[config.mk]
export PLATFORM = sky130hd
export DESIGN_NAME = pwm_output_stage
export DESIGN_NICKNAME = d
export VERILOG_FILES = /design/src/rtl/pwm_output_stage_pkg.sv /design/src/rtl/pwm_output_stage_timebase.sv /design/src/rtl/pwm_output_stage.sv
export SDC_FILE = /design/constraint.sdc
export NUM_CORES = 1
export LEC_CHECK = 0
export CORE_UTILIZATION = 48
export CTS_CLUSTER_SIZE = 25
export DETAILED_ROUTE_END_ITERATION = 16
export HOLD_SLACK_MARGIN = 0.06
export PLACE_DENSITY = 0.79
export SETUP_SLACK_MARGIN = 0.3
export SYNTH_ARGS = -nofsm -noshare
export SYNTH_HDL_FRONTEND = slang
export SYNTH_SLANG_ARGS = --single-unit
export TNS_END_PERCENT = 1
[constraint.sdc]
create_clock -name clk -period 5.35 [get_ports clk]
set_input_delay 0.8025 -clock clk [delete_from_list [all_inputs] [get_ports clk]]
set_output_delay 0.8025 -clock clk [all_outputs]
set_load 0.02 [all_outputs]
[src/rtl/pwm_output_stage_pkg.sv]
// Shared constants and helper types for the PWM output stage.
// Both the timebase and the top-level pin mux import this package.
package pwm_output_stage_pkg;

   localparam int PWM_RES  = 256;
   localparam int DUTY_W   = 8;
   localparam int NUM_PINS = 16;

   localparam logic [DUTY_W-1:0] DUTY_FULL = 8'hFF;
   localparam logic [DUTY_W-1:0] CNT_LAST  = 8'(PWM_RES - 1);

   typedef enum logic [1:0] {
      PIN_LOW  = 2'd0,
      PIN_HIGH = 2'd1,
      PIN_PWM  = 2'd2
   } pin_mode_e;

   // Output enable dominates; the PWM select only matters for enabled pins.
   function automatic pin_mode_e pin_mode(input logic en_out, input logic en_pwm);
      pin_mode_e m;
      if (!en_out) begin
         m = PIN_LOW;
      end else if (!en_pwm) begin
         m = PIN_HIGH;
      end else begin
         m = PIN_PWM;
      end
      return m;
   endfunction

endpackage

[src/rtl/pwm_output_stage_timebase.sv]
// Prescaler and 8-bit PWM step counter; flags the period wrap and
// produces a registered one-clock period_start pulse after it.
module pwm_output_stage_timebase
   import pwm_output_stage_pkg::*;
#(
   parameter int CLK_DIV = 13,
   parameter int CNT_W   = 16
) (
   input  logic              clk,
   input  logic              rst_n,
   output logic [DUTY_W-1:0] pwm_cnt,
   output logic              wrap,
   output logic              period_start
);

   localparam logic [CNT_W-1:0] DIV_LAST = CNT_W'(CLK_DIV - 1);

   logic [CNT_W-1:0]  prescale_cnt_q, prescale_cnt_d;
   logic [DUTY_W-1:0] pwm_cnt_q, pwm_cnt_d;
   logic              period_start_q, period_start_d;
   logic              tick;

   always_comb begin
      tick           = (prescale_cnt_q == DIV_LAST);
      wrap           = tick && (pwm_cnt_q == CNT_LAST);
      prescale_cnt_d = prescale_cnt_q + CNT_W'(1);
      pwm_cnt_d      = pwm_cnt_q;
      period_start_d = wrap;
      if (tick) begin
         prescale_cnt_d = '0;
         // 8-bit add wraps 255 -> 0 naturally.
         pwm_cnt_d      = pwm_cnt_q + DUTY_W'(1);
      end
   end

   always_ff @(posedge clk or negedge rst_n) begin
      if (!rst_n) begin
         prescale_cnt_q <= '0;
         pwm_cnt_q      <= '0;
         period_start_q <= 1'b0;
      end else begin
         prescale_cnt_q <= prescale_cnt_d;
         pwm_cnt_q      <= pwm_cnt_d;
         period_start_q <= period_start_d;
      end
   end

   assign pwm_cnt      = pwm_cnt_q;
   assign period_start = period_start_q;

endmodule

[src/rtl/pwm_output_stage.sv]
// 16-pin output stage: per-pin low / high / shared PWM, with the duty
// cycle shadowed so new values only take effect at a period boundary.
module pwm_output_stage
   import pwm_output_stage_pkg::*;
#(
   parameter int CLK_DIV = 13,
   parameter int CNT_W   = 16
) (
   input  logic                clk,
   input  logic                rst_n,
   input  logic [7:0]          en_reg_out_7_0,
   input  logic [7:0]          en_reg_out_15_8,
   input  logic [7:0]          en_reg_pwm_7_0,
   input  logic [7:0]          en_reg_pwm_15_8,
   input  logic [DUTY_W-1:0]   pwm_duty_cycle,
   output logic [NUM_PINS-1:0] out,
   output logic                period_start
);

   logic [DUTY_W-1:0]   pwm_cnt;
   logic                wrap;
   logic [DUTY_W-1:0]   duty_shadow_q, duty_shadow_d;
   logic [NUM_PINS-1:0] out_q, out_d;
   logic [NUM_PINS-1:0] en_out, en_pwm;
   logic                pwm_raw;

   pwm_output_stage_timebase #(
      .CLK_DIV (CLK_DIV),
      .CNT_W   (CNT_W)
   ) u_timebase (
      .clk          (clk),
      .rst_n        (rst_n),
      .pwm_cnt      (pwm_cnt),
      .wrap         (wrap),
      .period_start (period_start)
   );

   assign en_out = {en_reg_out_15_8, en_reg_out_7_0};
   assign en_pwm = {en_reg_pwm_15_8, en_reg_pwm_7_0};

   always_comb begin
      duty_shadow_d = duty_shadow_q;
      if (wrap) begin
         duty_shadow_d = pwm_duty_cycle;
      end
      // Full-scale duty is forced high so there is no single low step.
      if (duty_shadow_q == DUTY_FULL) begin
         pwm_raw = 1'b1;
      end else begin
         pwm_raw = (pwm_cnt < duty_shadow_q);
      end
   end

   // Enables are deliberately not shadowed: they act on the next clock.
   always_comb begin
      out_d = '0;
      for (int i = 0; i < NUM_PINS; i++) begin
         case (pin_mode(en_out[i], en_pwm[i]))
            PIN_HIGH: out_d[i] = 1'b1;
            PIN_PWM:  out_d[i] = pwm_raw;
            default:  out_d[i] = 1'b0;
         endcase
      end
   end

   always_ff @(posedge clk or negedge rst_n) begin
      if (!rst_n) begin
         duty_shadow_q <= '0;
         out_q         <= '0;
      end else begin
         duty_shadow_q <= duty_shadow_d;
         out_q         <= out_d;
      end
   end

   assign out = out_q;

endmodule

# Word level (Yosys, flattened, before mapping)
# Cells that the tools add are included.
# Widths: inputs -> output; s select.
[classes]
addsub = 2
multipliers = 0
div_mod_pow = 0
n_lt_le_gt_ge = 1
eq_ne = 35
shift = 0
muxes = 50
bitwise = 0
n_reduce_logical = 1
[op_table]
columns = ["cell", "count"]
rows = [
  ["$mux 2", 32],
  ["$eq 2x1->1 const B", 16],
  ["$eq 2x2->1 const B", 16],
  ["$pmux 1 s2", 16],
  ["$add 16x1->16 const B", 1],
  ["$eq 16x4->1 const B", 1],
  ["$eq 8x8->1 const B", 2],
  ["$mux 16", 1],
  ["$add 8x1->8 const B", 1],
  ["$lt 8x8->1", 1],
  ["$logic_and 1x1->1", 1],
  ["$mux 1", 1],
]
[word_totals]
register_bits = 49
latchBits = 0
mem_bits_rw = 0
romBits = 0
input_bits = 42
out_inout_bits = 17
memories = 0

# Logic depth before layout (Yosys ltp)
# Gate-level depths: netlist of the first run.
[depth]
word_depth = 4
ltp_mapped = 7
depth_no_buf = 6

# Modules after synthesis
# From an unflattened synthesis of the first run, not the netlist that was laid out.
[unflattened]
hier_cells = 180
area_unflattened_um2 = 2214.6
[modules_own_cells]
columns = ["mod", "n_inst", "cells_per_inst", "area_per_inst_um2", "seq_area_each_um2"]
rows = [
  ["pwm_output_stage_timebase", 1, 96, 1147.4, 625.6],
  ["pwm_output_stage", 1, 84, 1067.3, 600.6],
]

# Worst setup path after synthesis of the first run
# Ideal clock, no wire load.
[synth_timing]
path_type = "flip-flop to flip-flop"
from = "reg u_timebase.pwm_cnt_q[7] (netlist: u_timebase.pwm_cnt[7])"
to = "reg out_q[10] (netlist: out[10])"
setup_time_ps = 129
arrival_ps = 1615
path_slack_ps = 3607
stages_incl_launch_ff = 7
synth_period_minus_slack_ps = 1743
cell_sequence = "dfrtp_1 -> ha_1 -> and4_1 -> o21ai_0 -> o32ai_2 -> clkbuf_2 -> a21boi_0"
[synth_via]
elab_chain_len = 3
[synth_lines]
columns = ["element", "line", "rtl"]
rows = [
  ["from (decl)", "pwm_output_stage_timebase.sv:19", "logic [DUTY_W-1:0] pwm_cnt_q, pwm_cnt_d;"],
  ["from (signal assigned)", "pwm_output_stage_timebase.sv:43", "pwm_cnt_q <= pwm_cnt_d;"],
  ["$lt 8x8->1", "pwm_output_stage.sv:50", "pwm_raw = (pwm_cnt < duty_shadow_q);"],
  ["$mux 1", "pwm_output_stage.sv:47", "if (duty_shadow_q == DUTY_FULL) begin"],
  ["$pmux 1 s2", "pwm_output_stage.sv:58", "case (pin_mode(en_out[i], en_pwm[i]))"],
  ["net out_d[10]", "pwm_output_stage.sv:23", "logic [NUM_PINS-1:0] out_q, out_d;"],
  ["to (signal assigned)", "pwm_output_stage.sv:72", "out_q <= out_d;"],
  ["to (decl)", "pwm_output_stage.sv:23", ""],
]
# The timed path passes the listed nets, and every way through them passes these cells.
# A chain may end at the register's enable or synchronous reset.

# Final worst setup path of the first run
[layout_timing]
from = "reg u_timebase.pwm_cnt_q[7] (netlist: u_timebase.pwm_cnt[7])"
to = "reg out_q[6] (netlist: out[6])"
# Same word-level chain as after synthesis.

==> reports/metrics.cfg, run 1 <==
[sta]
finClkSkew_ns=0.007606
setup_viol=0
hold_viol=0
min_period_over_period_pct=41.26
worst_pin_slew_ns=1.059
fmax_mhz=453.0
relSlewSlack_pct=29.42
hold_ws_ns=0.4932
tns_ns=0
period_minus_slack_ns=2.208
rsz0062_at_grt=false
slew_violations=0

[global_routing]
track_usage_pct=19.38
antenna_found_initial=0
grt-ovfl-total=0
grt_max_degree=50
grt_pass1_vias=1617
gr-usage-met1_pct=24.59
grt.busiest_layer=met2
grt_util_met2_pct=30.66
grt_pass1_wl_um=7417
met3_usage_pct=7.937

[critical_path]
cp_slowest_cell=o32ai_2
critical_path_class=reg2reg
startpoint=u_timebase.pwm_cnt[7]$_DFFE_PN0N_
cp_max_fo=16
crit_family=compound AO/OA/AOI/OAI gates
worst-endpoint-arrival_ns=2.34
cp_slowest_stage_delay_ns=0.77
crit_chain=ha_1 -> and4_1 -> o21ai_0 -> o32ai_2 -> a21boi_0
worst-path-buf-inv=0
reg2reg_from=u_timebase.pwm_cnt[7]$_DFFE_PN0N_
worstPathRequired_ns=5.48
endpoint_kind=flop
worst_setup_path_start_kind=flop

[power]
powerDensity_mw_per_mm2=233.8
peakVddDrop_mv=0.1821
power_mw=0.6867
p_leak_nw=1.325

[clocking]
cts.htree.levels=2
cts_hold_buf=0
cts_buffers=5
cts_resized=0
clockBufferDepth=2
cts_tree=done
cts_sinks=49
clk_latency_ns=0.30
cts.reportedPaths.clkPinSlew_ns=0.09
root_buffer=clkbuf_8
post_cts_buffers=0

[min_path]
min-delay-start=u_timebase.prescale_cnt_q[15]$_DFF_PN0_
hold_class=reg2reg

[synthesis]
synth-edff-count=0
synth_xor_area_share_pct=8.319
async_flop_share_pct=100.0
synth_top_cell_area_share_pct=55.46
synth_ff_type=dfrtp_1
yosysWarnings=0
synth-adder-area-share_pct=5.659
syn_area_per_cell_sq_um=12.15
yosys.area_share.simple_pct=14.77
syn_nets=234
synth.area.top_cells=dfrtp_1 55%, ha_1 5.7%, a21boi_0 5.4%
yosys.area.top_type=dfrtp_1
ys_ff_latch=49
synth_compound_area_share_pct=8.432
synth_commonest_cells=49 x dfrtp_1, 16 x a21boi_0, 13 x xor2_1
synth_area_sq_mm=0.002211
yosys-mux-area-fraction_pct=4.584
synth_top_family_by_area=simple AND/OR/NAND/NOR gates
yosysMostFrequentCell=dfrtp_1
synth.distinct_cells=32
postSynthCellCount=182
yosysSeqAreaShare_pct=55.46

[die]
coreArea_sq_mm=0.004384
die_w_um=69.87
floorplan.die.height_um=69.87
rows=24
start_util_pct=50.43
io_pins=59
dieArea_sq_mm=0.004881

[finish]
nets=297
diodes=0
drive_gt1_share_pct=10.57
final_util_pct=66.98
area_growth_pct=32.82
final_cell_area_sq_mm=0.002937

[route]
first_iter_violations=56
vias_per_cell=5.242
dr.pass1.iters=4
wl_um=4075
ant_nets=0
drcViolationCount=0
wl_per_cell_um=13.67
vias=1562

[run]
cap_viol_max_count=0

[run_status]
status=finished clean

[placed_design]
dp_hpwl_um=3104
dpl_cell_area_sq_mm=0.002835
gp_congestion=0.7433
portBuffers=58

[cells by family after synthesis]
group	Yosys count
flip-flops	49
AND/OR/NAND/NOR	56
multiplexers	9
AO/OA/AOI/OAI	23
adder cells (fa/ha/maj)	10
buffers and inverters	14
XOR/XNOR	21
[worst register-to-register path, cell delays in order, from the launching register on]
cell      delay, ns
dfrtp_1        0.44
ha_1           0.34
and4_1         0.17
o21ai_0        0.09
o32ai_2        0.77
a21boi_0       0.23
[final timing paths]
kind | end | cells past startpoint | slack [ns]
min in group asynchronous | u_timebase.prescale_cnt_q[15]$_DFF_PN0_ | 1 | 0.69
setup / recovery | out[6]$_DFF_PN0_ | 5 | 3.14
max in group asynchronous | duty_shadow_q[4]$_DFFE_PN0P_ | 1 | 4.01
hold reg to reg | u_timebase.prescale_cnt_q[15]$_DFF_PN0_ | 1 | 0.49
hold / removal | u_timebase.prescale_cnt_q[15]$_DFF_PN0_ | 1 | 0.49
setup reg to reg | out[6]$_DFF_PN0_ | 5 | 3.14
[area by class of cell]
cell class / count / area, sq um
clock inverter: 1 / 5.005
sequential: 49 / 1226
clock buffer: 7 / 96.34
timing repair buffer: 58 / 575.6
inverter: 12 / 45.04
fill: 347 / 1448
tap: 52 / 65.06
multi-input combinational: 119 / 923.4
[through the flow]
| stage | worst slack, ns | std cells |
|---|---|---|
| 6_report | 3.142 | 298 |
| 5_1_grt | 2.952 | 298 |
| 4_1_cts | 3.084 | 298 |
| 3_5_place_dp | 3.102 | 290 |
| 3_3_place_gp | 3.230 | 290 |
| 2_1_floorplan | 3.607 | 182 |
[power breakdown]
group / internal (mW) / switching [mW]
clock network: 0.117 / 0.116
registers: 0.379 / 0.00410
logic: 0.0434 / 0.0267
total: 0.540 / 0.147
[registers in the layout, summed over array words and instances, names as in the netlist]
register,count
duty_shadow_q,8
out,16
u_timebase.period_start,1
u_timebase.prescale_cnt_q,16
u_timebase.pwm_cnt,8
[layout by cell type (no fill, tap or decap), types with 7 or more instances in the layout]
master / count
mux2_2: 9
ha_1: 10
nor2_1: 12
a21boi_0: 16
xor2_1: 13
clkdlybuf4s50_1: 57
clkbuf_8: 7
dfrtp_1: 49
inv_1: 12
xnor2_1: 8
nand2_1: 12
[per-layer routing]
layer,vias up,share of wire (%)
li1,749,-
met1,758,43
met2,49,48
met3,6,8.1
met4,0,1.2
met5,-,0
Note: power is estimated with default switching activity, not from simulation.
==> inputs of run 2 (changes only) <==
--- a/config.mk
+++ b/config.mk
@@ -5,11 +5,11 @@
 export SDC_FILE = /design/constraint.sdc
 export NUM_CORES = 1
 export LEC_CHECK = 0
-export CORE_UTILIZATION = 48
+export CORE_UTILIZATION = 43
 export CTS_CLUSTER_SIZE = 25
 export DETAILED_ROUTE_END_ITERATION = 16
 export HOLD_SLACK_MARGIN = 0.06
-export PLACE_DENSITY = 0.79
+export PLACE_DENSITY = 0.75
 export SETUP_SLACK_MARGIN = 0.3
 export SYNTH_ARGS = -nofsm -noshare
 export SYNTH_HDL_FRONTEND = slang
==> constraint.sdc (replaced) <==
create_clock -name clk -period 1.82 [get_ports clk]
set_input_delay 0.273 -clock clk [delete_from_list [all_inputs] [get_ports clk]]
set_output_delay 0.273 -clock clk [all_outputs]
set_load 0.02 [all_outputs]
==> reports/metrics.cfg, run 2 (same netlist as run 1, synthesis figures left out) <==
[die]
die_w_um=73.71  ; +5.5%
io_pins=59  ; unchanged
start_util_pct=45.60  ; -4.8 points
coreArea_sq_mm=0.004848  ; +11%
rows=25  ; +4.2%
floorplan.die.height_um=73.71  ; +5.5%
dieArea_sq_mm=0.005432  ; +11%

[critical_path]
worst_setup_path_start_kind=flop
critical_path_class=reg2reg
worstPathRequired_ns=2.01  ; -3.47 ns
rr_worst_depth=6  ; +1
endpoint_kind=flop
cp_max_fo=8  ; -8
worst-endpoint-arrival_ns=1.90  ; -0.44 ns

[route]
dr.pass1.iters=4  ; unchanged
ant_nets=0  ; unchanged
wl_per_cell_um=13.28  ; -2.9%
vias=1621  ; +3.8%
wl_met1_um=1966  ; +13%
route.met2.wl_um=2120  ; +8.4%
wl_met3_um=271  ; -18%
top_layer=met4
drcViolationCount=0  ; unchanged
vias_per_cell=4.883  ; -6.9%
first_iter_violations=106  ; +89%
wl_um=4410  ; +8.2%

[sta]
finClkSkew_ns=0.003459  ; -0.004147 ns
slew_violations=0  ; unchanged
worst_pin_slew_ns=0.4893  ; -0.5694 ns
min_period_over_period_pct=94.21  ; +53 points
rsz0062_at_grt=true
fmax_mhz=583.2  ; +29%
relSlewSlack_pct=67.38  ; +38 points
tns_ns=0  ; unchanged
setup_viol=0  ; unchanged
period_minus_slack_ns=1.715  ; -0.4930 ns
hold_viol=0  ; unchanged

[placed_design]
dp_hpwl_um=2988  ; -3.7%
portBuffers=58  ; unchanged
place_inst=313  ; +7.9%
gp_congestion=0.8075  ; +8.6%

[finish]
fillCellCount=387  ; +12%
regArea_sq_mm=0.001226  ; unchanged
layout_common_cells=57 x clkdlybuf4s50_1, 49 x dfrtp_1, 14 x buf_4
area_growth_pct=44.77
instances_no_fill=332  ; +11%
final_common_cell=clkdlybuf4s50_1
multi_input_area_sq_mm=0.001001  ; +8.4%
diodes=0  ; unchanged
final_util_pct=66.01  ; -0.97 points
nets=316  ; +6.4%
drive_gt1_share_pct=19.25  ; +8.7 points

[global_routing]
grt_max_degree=30  ; -40%
track_usage_pct=17.63  ; -1.7 points
grt_pass1_vias=1540  ; -4.8%
grt-ovfl-total=0  ; unchanged
grt_pass1_wl_um=7162  ; -3.4%
antenna_found_initial=0  ; unchanged

[run]
cap_viol_max_count=0  ; unchanged

[power]
peakVddDrop_mv=0.4572  ; +150%
swShare_pct=22.76  ; +1.3 points
p_leak_nw=1.435  ; +8.3%
power.share.clock_pct=33.6  ; -0.3 points
powerDensity_mw_per_mm2=637.2  ; +170%
power_mw=2.039  ; +200%
power_frac_comb_pct=11.3  ; +1.1 points
sequentialPowerShare_pct=55.2  ; -0.6 points
power.switching_mw=0.4641  ; +220%
p_int_mw=1.575  ; +190%

[run_status]
status=finished clean

[clocking]
cts_tree=done
clockBufferDepth=2  ; unchanged
cts.reportedPaths.clkPinSlew_ns=0.09  ; about the same
cts_sinks=49  ; unchanged
clk_latency_ns=0.30  ; about the same
cts.htree.levels=2  ; unchanged
root_buffer=clkbuf_8
cts_buffers=5  ; unchanged

[min_path]
hold_class=in2async

-- run 2: final timing paths --
kind,endpoint,start,slack [ns]
worst max-delay path,duty_shadow_q[6]$_DFFE_PN0P_,u_timebase.pwm_cnt[0]$_DFFE_PN0N_,0.11
worst min-delay path,u_timebase.pwm_cnt[5]$_DFFE_PN0N_,rst_n,0.46
worst max register to register,duty_shadow_q[6]$_DFFE_PN0P_,u_timebase.pwm_cnt[0]$_DFFE_PN0N_,0.11
worst min register to register,u_timebase.prescale_cnt_q[15]$_DFF_PN0_,u_timebase.prescale_cnt_q[15]$_DFF_PN0_,0.48
max in group asynchronous,u_timebase.pwm_cnt[1]$_DFFE_PN0N_,rst_n,0.84
min in group clk,u_timebase.prescale_cnt_q[15]$_DFF_PN0_,u_timebase.prescale_cnt_q[15]$_DFF_PN0_,0.48
-- run 2: worst max-delay path, cell delays in order, from the launching register on --
cell	delay [ns]
dfrtp_1	0.42
ha_1	0.22
nand2_1	0.13
nor4_2	0.28
buf_4	0.17
nand2_4	0.09
mux2_2	0.29
-- run 2: timing repair --
item / CTS / global route
buffers inserted: 6 / 3
hold buffers: 1 / 0
resized for setup: 11 / 15
cloned: 1 / 0
setup endpoints to repair: 41 / 56
endpoints found under the hold margin: 20 / 0
pin swaps: 4 / 3
-- run 2: routing by layer --
| layer | track usage (%) | vias to the layer above |
|---|---|---|
| met2 | 27.73 | 51 |
| met5 | 0 | - |
| met4 | 5.128 | 0 |
| met1 | 23.67 | 770 |
| met3 | 5.075 | 6 |
| li1 | - | 794 |
-- run 2: area by class of cell --
class                           instances  share of cell area [%]
Sequential cell                        49                   38.31
Multi-Input combinational cell        119                   31.27
Timing Repair Buffer                   77                   23.26
Tap cell                               67                   2.619
Clock buffer                            6                   2.580
Inverter                               12                   1.407
Clock inverter                          2                  0.5473
-- run 2: power by group through the flow --
stage,Clock (mW),Sequential [mW],Combinational [mW]
2_1_floorplan,0,1.17,0.0334
3_3_place_gp,0,1.15,0.209
3_5_place_dp,0,1.15,0.212
4_1_cts,0.702,1.13,0.229
5_1_grt,0.748,1.13,0.250
6_report,0.685,1.13,0.230
-- run 2: per-stage QoR --
stage                     hold slack [ns]  area, sq um  worst slack [ns]
after floorplan                  -0.02259         2211            0.1213
after CTS                          0.4734         3144           0.08857
final                              0.4603         3201            0.1054
after global placement             0.2622         2927            0.1242
after detailed placement           0.2641         2927           0.06334
after global routing               0.4957         3201          0.004730
==> inputs of run 3 (changes only) <==
--- a/config.mk
+++ b/config.mk
@@ -5,10 +5,11 @@
 export SDC_FILE = /design/constraint.sdc
 export NUM_CORES = 1
 export LEC_CHECK = 0
+export CORE_MARGIN = 4
 export CORE_UTILIZATION = 43
+export CTS_CLUSTER_DIAMETER = 30
 export CTS_CLUSTER_SIZE = 25
 export DETAILED_ROUTE_END_ITERATION = 16
-export HOLD_SLACK_MARGIN = 0.06
 export PLACE_DENSITY = 0.75
 export SETUP_SLACK_MARGIN = 0.3
 export SYNTH_ARGS = -nofsm -noshare
==> reports/metrics.cfg, run 3 (same netlist as run 1, synthesis figures left out) <==
[finish]
final_util_pct=67.02  ; +1.0 points
final_cell_area_sq_mm=0.003249  ; +1.5%
final_common_cell=clkdlybuf4s50_1
instances_no_fill=336  ; +1.2%
layout_common_cells=57 x clkdlybuf4s50_1, 47 x dfrtp_1, 19 x buf_4
area_growth_pct=46.97
diodes=0  ; unchanged
drive_gt1_share_pct=24.54  ; +5.3 points
fillCellCount=362  ; -6.5%
nets=321  ; +1.6%

[placed_design]
portBuffers=58  ; unchanged
gp_congestion=0.7912  ; -2.0%
dp_hpwl_um=3023  ; +1.2%
place_inst=314  ; +0.32%
dp_slack_ns=0.04881  ; -0.01453 ns
dpl_cell_area_sq_mm=0.002922  ; -0.17%

[sta]
finClkSkew_ns=0.007324  ; +0.003865 ns
tns_ns=0  ; unchanged
rsz0062_at_grt=true
hold_ws_ns=0.04874  ; -0.4116 ns
worst_slack_ns=0.1205  ; +0.01512 ns
fmax_mhz=588.4  ; +0.89%
slew_violations=0  ; unchanged
worst_pin_slew_ns=0.5990  ; +0.1097 ns
relSlewSlack_pct=60.07  ; -7.3 points
min_period_over_period_pct=93.38  ; -0.83 points
period_minus_slack_ns=1.699  ; -0.01512 ns
hold_viol=0  ; unchanged
setup_viol=0  ; unchanged

[route]
vias_per_cell=4.810  ; -1.5%
first_iter_violations=42  ; -60%
wl_um=4508  ; +2.2%
drcViolationCount=0  ; unchanged
vias=1616  ; -0.31%
wl_per_cell_um=13.42  ; +1.0%
ant_nets=0  ; unchanged
dr.pass1.iters=4  ; unchanged

[critical_path]
worst-endpoint-arrival_ns=1.90  ; about the same
endpoint_kind=flop
cp_max_fo=6  ; -2
reg2reg_from=u_timebase.pwm_cnt[6]$_DFFE_PN0N_
worst_setup_path_start_kind=flop
worstPathRequired_ns=2.02  ; about the same
critical_path_class=reg2reg
startpoint=u_timebase.pwm_cnt[6]$_DFFE_PN0N_

[power]
p_leak_nw=1.448  ; +0.94%
sequentialPowerShare_pct=56.1  ; +0.9 points
power.switching_mw=0.4450  ; -4.1%
peakVddDrop_mv=0.3984  ; -13%
power_mw=2.006  ; -1.7%
power_frac_comb_pct=11.4  ; about the same
swShare_pct=22.19  ; -0.57 points
p_int_mw=1.561  ; -0.92%
power.share.clock_pct=32.4  ; -1.2 points
powerDensity_mw_per_mm2=617.2  ; -3.1%

[die]
rows=25  ; unchanged
floorplan.die.height_um=79.71  ; +8.1%
io_pins=59  ; unchanged
die_w_um=79.71  ; +8.1%
dieArea_sq_mm=0.006353  ; +17%
coreArea_sq_mm=0.004848  ; unchanged
start_util_pct=45.60  ; unchanged

[clocking]
clk_latency_ns=0.30  ; about the same
cts_sinks=49  ; unchanged
root_buffer=clkbuf_8
cts.reportedPaths.clkPinSlew_ns=0.08  ; about the same
cts_buffers=5  ; unchanged
cts.htree.levels=2  ; unchanged
cts_tree=done
clockBufferDepth=2  ; unchanged
cts_hold_buf=0  ; -1

[global_routing]
grt_pass1_vias=1587  ; +3.1%
grt_pass1_wl_um=7051  ; -1.5%
antenna_found_initial=0  ; unchanged
grt_max_degree=50  ; +67%
track_usage_pct=14.46  ; -3.2 points
grt-ovfl-total=0  ; unchanged

[min_path]
hold_class=in2async

[run]
cap_viol_max_count=0  ; unchanged

[run_status]
status=finished clean

[run 3: cell count changes in the layout (fill, tap and decap cells not counted), moves of 2 or more]
| cell | before | now |
|---|---|---|
| inv_2 | 0 | 3 |
| dfrtp_1 | 49 | 47 |
| buf_4 | 14 | 19 |
| inv_1 | 12 | 9 |
| dfrtp_2 | 0 | 2 |
| a21boi_2 | 1 | 5 |
| a21boi_1 | 10 | 7 |
[run 3: area by class of cell]
cell class	instances	area, sq um	share of cell area [%]
repair buffers	82	783.3	24.10
multi-input cells	119	1018	31.34
flip-flops and latches	49	1229	37.81
inverters	12	45.04	1.386
clock buffers	6	82.58	2.541
well taps	67	83.83	2.580
clock inverters	1	7.507	0.2310
[run 3: routing by layer]
layer / up-vias / track usage, % / part of all wire [%]
met5: - / 0 / 0
met4: 0 / 8.591 / 2.8
met3: 10 / 3.950 / 7.6
met2: 57 / 22.04 / 45
met1: 753 / 18.28 / 45
li1: 796 / - / -
[run 3: worst paths after layout]
kind / to / slack (ns) / cells after the start
hold / removal: out[0]$_DFF_PN0_ / 0.05 / 2
setup / recovery: out[0]$_DFF_PN0_ / 0.12 / 7
min in group clk: u_timebase.prescale_cnt_q[15]$_DFF_PN0_ / 0.48 / 1
max in group asynchronous: u_timebase.pwm_cnt[1]$_DFFE_PN0N_ / 1.33 / 2
hold reg to reg: u_timebase.prescale_cnt_q[15]$_DFF_PN0_ / 0.48 / 1
setup reg to reg: out[0]$_DFF_PN0_ / 0.12 / 7
[run 3: power groups by stage]
stage          combinational (mW)  clock (mW)  sequential [mW]
2_1_floorplan              0.0334           0             1.17
3_3_place_gp                0.206           0             1.15
3_5_place_dp                0.209           0             1.15
4_1_cts                     0.227       0.669             1.13
5_1_grt                     0.250       0.718             1.13
6_report                    0.229       0.650             1.13
[run 3: critical path, stage by stage (launching register included)]
cell      delay [ns]
dfrtp_1         0.42
ha_4            0.29
and4_1          0.19
o21ai_1         0.07
o32ai_2         0.24
buf_4           0.18
buf_6           0.14
a21boi_1        0.07
[run 3: repair_timing]
item / 4_1_cts / 5_1_grt
resized for setup: 21 / 17
pin swaps: 3 / 8
buffers inserted: 8 / 6
endpoints found under the setup margin: 44 / 56
gates cloned: 1 / 0
endpoints found under the hold margin: 0 / 0
==> variant 1 (settings of run 2) <==
`CNT_W` is set to 16 in 2 places; all go to 12.
--- a/src/rtl/pwm_output_stage_timebase.sv
+++ b/src/rtl/pwm_output_stage_timebase.sv
@@ -5,5 +5,5 @@
 #(
    parameter int CLK_DIV = 13,
-   parameter int CNT_W   = 16
+   parameter int CNT_W   = 12
 ) (
    input  logic              clk,
--- a/src/rtl/pwm_output_stage.sv
+++ b/src/rtl/pwm_output_stage.sv
@@ -5,5 +5,5 @@
 #(
    parameter int CLK_DIV = 13,
-   parameter int CNT_W   = 16
+   parameter int CNT_W   = 12
 ) (
    input  logic                clk,
Function: same outputs for any inputs over 10 cycles, from zero or initial values and one cycle with rst_n low; that may be too few to reach the edited logic, so the function may still have changed.
==> variant 1 against run 2 <==
- the flow now finishes with violations (setup timing)
- setup slack lost 190 ps
- total power shrank 9.3%
- synthesized area shrank 9.3%
- cell area shrank 6.0%
- die area shrank 9.1%
- wire length shrank 11%
- via count shrank 7.6%
- sequential cell count shrank 4
- clock skew grew 3.5 ps
- fmax shrank 10%
- sequential share of layout area shrank 0.89 points
==> variant 1: results (changes against run 2) <==
[grt]
grt_util_met2_pct=27.41  ; was 27.73%
grt_usage_pct=18.18  ; was 17.63%
grt_pass1_wl_mm=6.872  ; was 7.162 mm
grt_util_met1_pct=22.19  ; was 23.67%
gr-usage-met3_pct=9.235  ; was 5.075%
grt_pass1_vias=1532  ; was 1,540

[placed_design]
gp_congestion=0.7758  ; was 0.8075

[power_and_ir_drop]
p_seq_share_pct=56.1  ; was 55.2%
switching_share_pct=22.92  ; was 22.76%
vdd_drop_max_uv=437.5  ; was 457.2 uV

[worst_setup_path]
r2r_start=u_timebase.prescale_cnt_q[1]  ; was u_timebase.pwm_cnt[0]
cpPeakStageDelay_ps=470  ; was 420 ps
cp_data_arrival_time_ps=2090  ; was 1900 ps
critPathSlowestCell=or4b_4  ; was dfrtp_1
reg2reg_depth=7  ; was 6
worstSetupStartpoint=u_timebase.prescale_cnt_q[1]  ; was u_timebase.pwm_cnt[0]

[sta]
maxSlewHeadroom_pct=72.84  ; was 67.38%
setup_ws_ps=-87.64  ; was 105.4 ps
skew_ps=6.956  ; was 3.459 ps
setup_viol=13  ; was 0
whs_ps=479.5  ; was 460.3 ps

[status]
status=finished with violations  ; was finished clean
violations=setup timing

[logic_synthesis]
syn-mean-instance-area_um2=12.37  ; was 12.15 um^2
synth_nets=214  ; was 234
yosys-top-cells-count=dfrtp_1, a21boi_0, nor2_1  ; was dfrtp_1, a21boi_0, xor2_1
seq_area_frac_synth_pct=56.18  ; was 55.46%

[drt]
wl_per_cell_um=13.15  ; was 13.28 um
vias=1498  ; was 1,621
drt_iter0_markers=49  ; was 106

[cells_and_area]
nNetsFinal=299  ; was 316

==> variant 1: per-layer routing <==
| layer | part of all wire, % | vias to the layer above |
|---|---|---|
| met5 | 0 | - |
| met4 | 1.5 | 0 |
| met3 | 9.3 | 7 |
| met2 | 46 | 55 |
| met1 | 43 | 692 |
| li1 | - | 744 |
==> variant 1: kinds of logic after synthesis <==
family          share of synthesized area [%]
compound gates                          8.614
mux                                     5.056
flops                                   56.18
fa+ha+maj                               6.242
simple gates                            13.86
buf+inv                                 2.622
xor+xnor                                7.428
==> variant 1: how the worst min path moves through the flow <==
stage,start,end,cells past startpoint
final,rst_n,out[0],3
after global routing,u_timebase.prescale_cnt_q[11],u_timebase.prescale_cnt_q[11],1
after CTS,rst_n,out[0],3
after detailed placement,rst_n,out[0],2
after global placement,rst_n,out[1],2
after floorplan,rst_n,duty_shadow_q[0],0
==> variant 1: layout make-up <==
class	instances	area (um^2)
Fill cell	309	1405
Sequential cell	45	1126
Multi-Input combinational cell	105	899.6
Timing Repair Buffer	80	798.3
Clock buffer	6	72.57
Tap cell	52	65.06
Inverter	10	37.54
Clock inverter	2	10.01
==> variant 1: timing repair <==
| action | CTS | global route |
|---|---|---|
| endpoints found under the setup margin | 40 | 52 |
| setup buffers | 0 | 1 |
| endpoints found under the hold margin | 45 | 0 |
| gates resized for setup | 30 | 22 |
| pin swaps | 21 | 9 |
| hold buffers | 1 | 0 |
==> variant 1: through the flow <==
stage / cell area [um^2] / power (mW) / utilization [%] / setup TNS, ps
floorplan: 2012 / 1.112 / - / -1030
global placement: 2800 / 1.267 / 63.44 / -367.7
detailed placement: 2800 / 1.271 / 63.44 / -1037
CTS: 2938 / 1.866 / 66.55 / -779.0
global route: 3009 / 1.937 / 68.17 / -2344
finish: 3009 / 1.850 / 68.17 / -807.4
==> variant 2 (settings of run 2) <==
Made on the original files. Make the reset (`rst_n`) synchronous in 2 clocked blocks.
--- a/src/rtl/pwm_output_stage_timebase.sv
+++ b/src/rtl/pwm_output_stage_timebase.sv
@@ -34,5 +34,5 @@
    end
 
-   always_ff @(posedge clk or negedge rst_n) begin
+   always_ff @(posedge clk) begin
       if (!rst_n) begin
          prescale_cnt_q <= '0;
--- a/src/rtl/pwm_output_stage.sv
+++ b/src/rtl/pwm_output_stage.sv
@@ -64,5 +64,5 @@
    end
 
-   always_ff @(posedge clk or negedge rst_n) begin
+   always_ff @(posedge clk) begin
       if (!rst_n) begin
          duty_shadow_q <= '0;
Behaviour: differs if rst_n is asserted again (counterexample within 4 cycles, from zero or initial values and one cycle with rst_n low); with rst_n held inactive, the same outputs for 10 cycles.
==> variant 2 against run 2 <==
- synthesized area decreased by 2.8%
- sequential cell count unchanged
- cell area increased by 11%
- combinational power increased by 5%
- first-iteration DRC count increased by 29%
- wire length increased by 37%
- sequential share of layout area decreased by 10 points
- non-clock buffer count increased by 13
- total power increased by 10%
- clock skew increased by 9.8 ps
- cell count increased by 20%
- setup slack got worse by 64 ps
- fmax decreased by 3.6%
- critical path depth unchanged
- critical path type unchanged
- critical endpoint is now u_timebase.pwm_cnt[7]
- largest power group unchanged
- highest routed layer unchanged
==> variant 2: results (changes against run 2) <==
[status]
status=finished clean  ; unchanged

[drt]
drt_iter0_markers=137  ; was 106
wl_met2_mm=3.315  ; was 2.120 mm
vias=2144  ; was 1,621
wl_met1_mm=2.323  ; was 1.966 mm
wl_per_cell_um=15.21  ; was 13.28 um
dr_wl_met3_um=344  ; was 271 um
via_per_inst=5.401  ; was 4.883

[power_and_ir_drop]
p_leak_nw=1.464  ; was 1.435 nW
switching_share_pct=20.87  ; was 22.76%
vdd_drop_max_uv=537.3  ; was 457.2 uV

[logic_synthesis]
seq_area_frac_synth_pct=45.63  ; was 55.46%
synth.distinct_cells=36  ; was 32
synthTopCellsByArea=dfxtp_1, a21oi_1, ha_1  ; was dfrtp_1, ha_1, a21boi_0
synth_nets=292  ; was 234
syn-mean-instance-area_um2=8.957  ; was 12.15 um^2
synth_ff_type=dfxtp_1  ; was dfrtp_1
ys_async_sr_fraction_pct=0  ; was 100.0%

[worst_setup_path]
critPathSlowestCell=or4_4  ; was dfrtp_1
cp_data_arrival_time_ps=2020  ; was 1900 ps
crit_path_end=u_timebase.pwm_cnt[7]  ; was duty_shadow_q[6]
worstSetupStartpoint=u_timebase.prescale_cnt_q[1]  ; was u_timebase.pwm_cnt[0]
rr_endpoint=u_timebase.pwm_cnt[7]  ; was duty_shadow_q[6]
cp_max_fo=5  ; was 8

[cells_and_area]
nNetsFinal=381  ; was 316
num-nonclk-inverters=13  ; was 12
nMultiInputCombCells=170  ; was 119
drive_gt1_share_pct=31.21  ; was 19.25%
buffers=90  ; was 77
multi_input_area_mm2=0.001390  ; was 0.001001 mm^2
buf_share_pct=25.61  ; was 23.26%

[grt]
grt_pass1_vias=1941  ; was 1,540
grt_util_met1_pct=24.01  ; was 23.67%
grt_pass1_wl_mm=8.597  ; was 7.162 mm
grt_start_max_net_pins=18  ; was 30
grt_usage_pct=21.07  ; was 17.63%
grt_util_met2_pct=38.32  ; was 27.73%

[placed_design]
place_hpwl_mm=3.777  ; was 2.988 mm
gp_congestion=0.8063  ; was 0.8075
dpl_cell_area_mm2=0.002980  ; was 0.002927 mm^2

[sta]
whs_ps=502.0  ; was 460.3 ps
setup_ws_ps=41.67  ; was 105.4 ps
tightest_slew_ps=377.1  ; was 489.3 ps
skew_ps=13.25  ; was 3.459 ps

[worst_hold_path]
hold_class=primary input to flop  ; was primary input to asynchronous set/reset pin

variant 2: timing repair:
item / CTS / global route
buffers inserted: 5 / 1
pin swaps: 8 / 31
setup endpoints to repair: 49 / 64
gates resized for setup: 18 / 74
hold buffers: 0 / 0
hold endpoints to repair: 0 / 0
gates cloned: 1 / 1
variant 2: logic make-up after synthesis:
logic type | Yosys count | synth area share, %
AND/OR/NAND/NOR | 93 | 24.04
AO/OA/AOI/OAI | 50 | 13.45
flip-flops | 49 | 45.63
buffers and inverters | 22 | 4.481
XOR/XNOR | 15 | 6.111
adder cells (fa/ha/maj) | 10 | 5.821
multiplexers | 1 | 0.4657
variant 2: power groups by stage:
| stage | registers (mW) | clock network [mW] | logic (mW) |
|---|---|---|---|
| global route | 1.10 | 0.961 | 0.257 |
| finish | 1.10 | 0.906 | 0.242 |
| floorplan | 1.14 | 0 | 0.0449 |
| detailed placement | 1.12 | 0 | 0.206 |
| CTS | 1.10 | 0.913 | 0.213 |
| global placement | 1.12 | 0 | 0.203 |
